[src/rtl/i2c_char_writer_pkg.sv]
// Shared types and defaults for the I2C character-cell writer.
package i2c_char_writer_pkg;

   localparam int         TEXT_COLS_W    = 7;
   localparam int         TEXT_ROWS_W    = 6;
   localparam int         ATTR_BYTES_DEF = 3;
   localparam logic [6:0] I2C_CHAR_ADDR  = 7'h42;

   typedef enum logic [2:0] {
      I2CW_IDLE,
      I2CW_START,
      I2CW_BIT,
      I2CW_ACK,
      I2CW_STOP
   } i2cw_state_t;

   typedef enum logic [1:0] {Q0, Q1, Q2, Q3} quarter_t;

endpackage

[src/rtl/i2c_char_writer_quarter_timer.sv]
// Quarter-bit timer: CLK_DIV-cycle counter stepping a 4-phase SCL sequence.
// I2C_WRITER_STRETCH_EN enables holding the count while a slave stretches SCL.
module i2c_quarter_timer
   import i2c_char_writer_pkg::*;
#(
   parameter int CLK_DIV = 125
) (
   input  logic     clk,
   input  logic     reset,
   input  logic     clear,
   input  logic     run,
   input  logic     scl_oe,
   input  logic     scl_in,
   output quarter_t phase,
   output logic     tick,
   output logic     first
);

   localparam int            CW   = (CLK_DIV > 1) ? $clog2(CLK_DIV) : 1;
   localparam logic [CW-1:0] LAST = CW'(CLK_DIV - 1);

   logic [CW-1:0] cnt;
   logic          hold;

`ifdef I2C_WRITER_STRETCH_EN
   // SCL released by us but still low: the slave is stretching the bit
   assign hold = run && (phase == Q2 || phase == Q3) && !scl_oe && !scl_in;
`else
   logic unused_stretch;
   assign unused_stretch = scl_oe ^ scl_in;
   assign hold           = 1'b0;
`endif

   assign tick  = run && !hold && (cnt == LAST);
   assign first = run && !hold && (cnt == '0);

   always_ff @(posedge clk) begin
      if (reset || clear) begin
         cnt   <= '0;
         phase <= Q0;
      end else if (run) begin
         if (hold) begin
            cnt <= '0;
         end else if (cnt == LAST) begin
            cnt   <= '0;
            phase <= quarter_t'(phase + 2'd1);
         end else begin
            cnt <= cnt + 1'b1;
         end
      end
   end

endmodule

[src/rtl/i2c_char_writer.sv]
// I2C master writing one {column, row, attribute} cell as a single write transaction.
// Define I2C_WRITER_STRETCH_EN to honour slave clock stretching.
module i2c_char_writer
   import i2c_char_writer_pkg::*;
#(
   parameter logic [6:0] DEV_ADDR   = I2C_CHAR_ADDR,
   parameter int         CLK_DIV    = 125,
   parameter int         ATTR_BYTES = ATTR_BYTES_DEF
) (
   input  logic                    clk,
   input  logic                    reset,
   input  logic                    req_valid,
   output logic                    req_ready,
   input  logic [TEXT_COLS_W-1:0]  xtext,
   input  logic [TEXT_ROWS_W-1:0]  ytext,
   input  logic [8*ATTR_BYTES-1:0] charattr,
   output logic                    busy,
   output logic                    done,
   output logic                    nack,
   output logic                    scl_oe,
   output logic                    sda_oe,
   input  logic                    sda_in,
   input  logic                    scl_in
);

   localparam int NBYTES = 3 + ATTR_BYTES;
   localparam int FW     = 8 * NBYTES;
   localparam int BCW    = $clog2(NBYTES);

   i2cw_state_t    state, state_nxt;
   quarter_t       phase;
   logic           tick, first, accept, seg_end, done_nxt, nack_flag;
   logic [FW-1:0]  frame;
   logic [2:0]     bit_cnt;
   logic [BCW-1:0] bytes_left;

   assign accept  = req_valid && req_ready;
   assign seg_end = tick && (phase == Q3);

   i2c_quarter_timer #(.CLK_DIV(CLK_DIV)) u_timer (
      .clk    (clk),
      .reset  (reset),
      .clear  (accept),
      .run    (state != I2CW_IDLE),
      .scl_oe (scl_oe),
      .scl_in (scl_in),
      .phase  (phase),
      .tick   (tick),
      .first  (first)
   );

   always_comb begin
      state_nxt = state;
      done_nxt  = 1'b0;
      scl_oe    = 1'b0;
      sda_oe    = 1'b0;
      case (state)
         I2CW_IDLE:  if (accept) state_nxt = I2CW_START;
         I2CW_START: begin
            sda_oe = (phase == Q2) || (phase == Q3);
            scl_oe = (phase == Q3);
            if (seg_end) state_nxt = I2CW_BIT;
         end
         I2CW_BIT: begin
            scl_oe = (phase == Q0) || (phase == Q1);
            sda_oe = !frame[FW-1];
            if (seg_end && bit_cnt == 3'd0) state_nxt = I2CW_ACK;
         end
         I2CW_ACK: begin
            scl_oe = (phase == Q0) || (phase == Q1);
            if (seg_end) state_nxt = (nack_flag || bytes_left == '0) ? I2CW_STOP : I2CW_BIT;
         end
         I2CW_STOP: begin
            scl_oe = (phase == Q0);
            sda_oe = (phase != Q3);
            if (seg_end) begin
               state_nxt = I2CW_IDLE;
               done_nxt  = 1'b1;
            end
         end
         default: state_nxt = I2CW_IDLE;
      endcase
   end

   // Control: state, handshake and status flags
   always_ff @(posedge clk) begin
      if (reset) begin
         state     <= I2CW_IDLE;
         req_ready <= 1'b0;
         busy      <= 1'b0;
         done      <= 1'b0;
         nack      <= 1'b0;
         nack_flag <= 1'b0;
      end else begin
         state     <= state_nxt;
         req_ready <= (state_nxt == I2CW_IDLE) && !done_nxt;
         busy      <= (state_nxt != I2CW_IDLE);
         done      <= done_nxt;
         nack      <= done_nxt && nack_flag;
         if (accept)
            nack_flag <= 1'b0;
         else if (state == I2CW_ACK && phase == Q3 && first)
            nack_flag <= nack_flag | sda_in;
      end
   end

   // Data: whole frame loaded at accept, shifted out MSB first
   always_ff @(posedge clk) begin
      if (accept) begin
         frame      <= {DEV_ADDR, 1'b0, 8'(xtext), 8'(ytext), charattr};
         bit_cnt    <= 3'd7;
         bytes_left <= BCW'(NBYTES - 1);
      end else if (seg_end) begin
         if (state == I2CW_BIT) begin
            frame   <= {frame[FW-2:0], 1'b0};
            bit_cnt <= bit_cnt - 3'd1;
         end else if (state == I2CW_ACK) begin
            bytes_left <= bytes_left - 1'b1;
         end
      end
   end

endmodule

[config.mk]
export PLATFORM = sky130hd
export DESIGN_NAME = i2c_char_writer
export DESIGN_NICKNAME = d
export VERILOG_FILES = /design/src/rtl/i2c_char_writer_pkg.sv /design/src/rtl/i2c_char_writer_quarter_timer.sv /design/src/rtl/i2c_char_writer.sv
export SDC_FILE = /design/constraint.sdc
export NUM_CORES = 1
export LEC_CHECK = 0
export ABC_AREA = 0
export CAP_MARGIN = 0
export CORE_MARGIN = 10
export CORE_UTILIZATION = 50
export DETAILED_ROUTE_END_ITERATION = 8
export DONT_BUFFER_PORTS = 1
export PLACE_DENSITY = 0.76
export SLEW_MARGIN = 20
export SYNTH_ARGS = -nofsm -noshare
export SYNTH_HDL_FRONTEND = slang
export SYNTH_SLANG_ARGS = --single-unit
[constraint.sdc]
create_clock -name clk -period 3.5 [get_ports clk]
set_clock_uncertainty 0.2 [all_clocks]
set_input_delay 0.35 -clock clk [delete_from_list [all_inputs] [get_ports clk]]
set_output_delay 0.35 -clock clk [all_outputs]
set_load 0.1 [all_outputs]
==> results.cfg <==
[place]
portBuffers = 0
dp_hpwl_um = 4350
place_congestion = 0.823

[power]
switchingPower_w = 0.000406
power_frac_comb_pct = 6.9
seqPwrFrac_pct = 54.9
p_int_w = 0.00128
clkPwrFrac_pct = 38.2
p_leak_nw = 1.45
power.density_nw_per_um2 = 448
sw_frac_of_total_pct = 24.1
ir_drop_mv = 0.302

[die]
core_um2 = 6390
die_x_um = 101
rows = 29
chipHeight_um = 101
dieArea_um2 = 10200
start_util_pct = 51.5
io_pins = 48

[cts]
cts_resized = 0
clock_latency_ps = 340
cts_tree = built
clockRootBuffer = clkbuf_8
numClockSinks = 71
numCtsBuffers = 9
clk_transition_reported_paths_ps = 80
clockBufferDepth = 2
h-tree-depth = 3

[global_routing]
met3_usage_pct = 5.56
grtUsageMet1_pct = 16.7
grtUsageTotal_pct = 13.2
busiest_layer = met2
grt_first_pass_wirelength_um = 11000
antenna_found_initial = 0
grt_use_met2_pct = 19.9
grt_pass1_vias = 2317
grt_max_degree = 52
grt_overflow = 0

[route]
drt-initial-drc-count = 157
routed_wl_um = 6630
vias = 2429
ant_nets = 0
vias_per_cell = 5.36
drc = 0
wl_per_cell_um = 14.6
dr.pass1.iters = 4

[timing]
hold_viol = 0
hold_slack_ps = 10.4
fmax_ghz = 0.406
slew_violations = 0
worstMarginPinSlew_ps = 950
period_minus_slack_ps = 2460
slew_headroom_pct = 36.6
fin_crit_sh_pct = 70.4
tns_ps = 0
finalSetupViolCount = 0
rsz0062_at_grt = false

[synthesis]
ys.flop_type = edfxtp_1
syn_area_um2 = 3290
netlist_instances = 355
yosys_warnings = 0
yosysSeqAreaShare_pct = 54.4
muxShareOfSynthArea_pct = 1.56
synth_area_leaders = edfxtp_1 (34%), dfxtp_1 (21%), nand2_1 (12%)
synth_nets = 407
synth_top_family_by_area = simple AND/OR/NAND/NOR gates
yosys.area_share.simple_pct = 23.0
synth.avg_cell_area_um2 = 9.27
synth_fa_ha_area_share_pct = 3.80
synth-compound-area-share_pct = 11.1
synth_common_cells = nand2_1 (106), o21ai_0 (41), edfxtp_1 (37)
ys_async_sr_fraction_pct = 0
synth-edff-count = 37
yosys.area.top_type = edfxtp_1
synth_top_area_share_pct = 33.8
synth.most_common_cell = nand2_1
synth-xor-area-share_pct = 2.13
synth_cell_types = 42
synth_seq_cells = 71

[run_status]
outcome = finished, final reports clean

[cells_and_area]
syn_to_final_growth_pct = 14.4
fin_nets = 423
layout-drive-gt1-share_pct = 9.04
fin_util_pct = 59.0
fillerInstances = 548
diodes = 0

[job]
maxCapViolCount = 0

[critical_path]
setup.worst_path.end_class = flip-flop
critPathArrivalTime_ps = 2290
worstSetupStartpointType = flip-flop
worstPathRequired_ps = 3330
worstPathMaxFanout = 51
critical_path_class = reg2reg

[worst_hold_path]
holdCritPathClass = in2reg
## sequential cells by signal (all words and copies together) (netlist names)
register and flops:
busy 1, bytes_left 3, req_ready 1, nack 1
u_timer.phase 2, bit_cnt 3, done 1, nack_flag 1
state 3, u_timer.cnt 7, frame 48
## per-layer routing
layer / vias to the layer above / share of wire [%]
li1: 1245 / -
met1: 1124 / 45
met2: 53 / 47
met3: 7 / 5.9
met4: 0 / 1.4
met5: - / 0
## logic make-up after synthesis
family	count (synthesis)
AOI/OAI and AO/OA	66
xor gates and xnor gates	8
adders and majority gates	10
buffers and inverters	32
DFF	71
muxes	5
and+or+nand+nor	163
## what timing repair did
item                       CTS  global route
setup endpoints to repair    0             0
hold buffers                17             2
setup buffers                0             0
hold endpoints to repair    27             2
## metrics by stage
stage          power (W)  area (um2)  std cells  worst slack, ps
6_report         0.00169        3770        453             1040
2_1_floorplan    0.00102        3300        355              524
5_1_grt          0.00176        3770        453              850
3_3_place_gp     0.00104        3380        418             1170
3_5_place_dp     0.00104        3380        418             1070
4_1_cts          0.00170        3750        451             1050
## worst max-delay path, cell delays in order, from the launching register on
cell	delay (ps)
dfxtp_1	660
nor3b_1	420
nand4_1	140
buf_4	290
nand2_1	140
buf_4	280
## power by group through the flow
stage / sequential, W / combinational, W / clock [W]
finish: 0.000927 / 0.000116 / 0.000644
global route: 0.000930 / 0.000132 / 0.000697
CTS: 0.000927 / 0.000116 / 0.000653
detailed placement: 0.000946 / 0.0000985 / 0
global placement: 0.000945 / 0.0000959 / 0
floorplan: 0.000951 / 0.0000718 / 0
## final timing paths
| kind | from | endpoint | slack [ps] | cells after the start |
|---|---|---|---|---|
| setup / recovery | state[1] | frame[11] | 1040 | 5 |
| hold / removal | charattr[12] | frame[12] | 10 | 2 |
| setup reg to reg | state[1] | frame[11] | 1040 | 5 |
| hold reg to reg | frame[42] | frame[43] | 260 | 2 |
## layout make-up
| type | count | area [um2] | share of cell area, % |
|---|---|---|---|
| Clock buffer | 9 | 124 | 3.29 |
| Multi-Input combinational cell | 252 | 1390 | 37.0 |
| Inverter | 10 | 37.5 | 0.997 |
| Sequential cell | 71 | 1790 | 47.6 |
| Tap cell | 77 | 96.3 | 2.56 |
| Timing Repair Buffer | 27 | 250 | 6.64 |
| Clock inverter | 7 | 72.6 | 1.93 |
## placed cells by master, fill, tap and decap left out, types with 2 or more instances in the layout
| cell type | count |
|---|---|
| nor3b_1 | 3 |
| nor3_1 | 10 |
| mux2i_1 | 4 |
| dlygate4sd3_1 | 19 |
| and3_1 | 2 |
| buf_4 | 8 |
| a21oi_1 | 14 |
| nor4_1 | 2 |
| or3_1 | 2 |
| ha_1 | 10 |
| nand3_1 | 4 |
| xnor2_1 | 7 |
| a211oi_1 | 3 |
| nand2_1 | 106 |
| o21ai_0 | 40 |
| and4_1 | 2 |
| nand4b_1 | 2 |
| inv_1 | 10 |
| clkinv_2 | 2 |
| nor2_1 | 19 |
| clkbuf_8 | 9 |
| edfxtp_1 | 37 |
| and2_1 | 2 |
| dfxtp_1 | 34 |
| clkinvlp_4 | 2 |
Power figures use the tool's default switching activity.
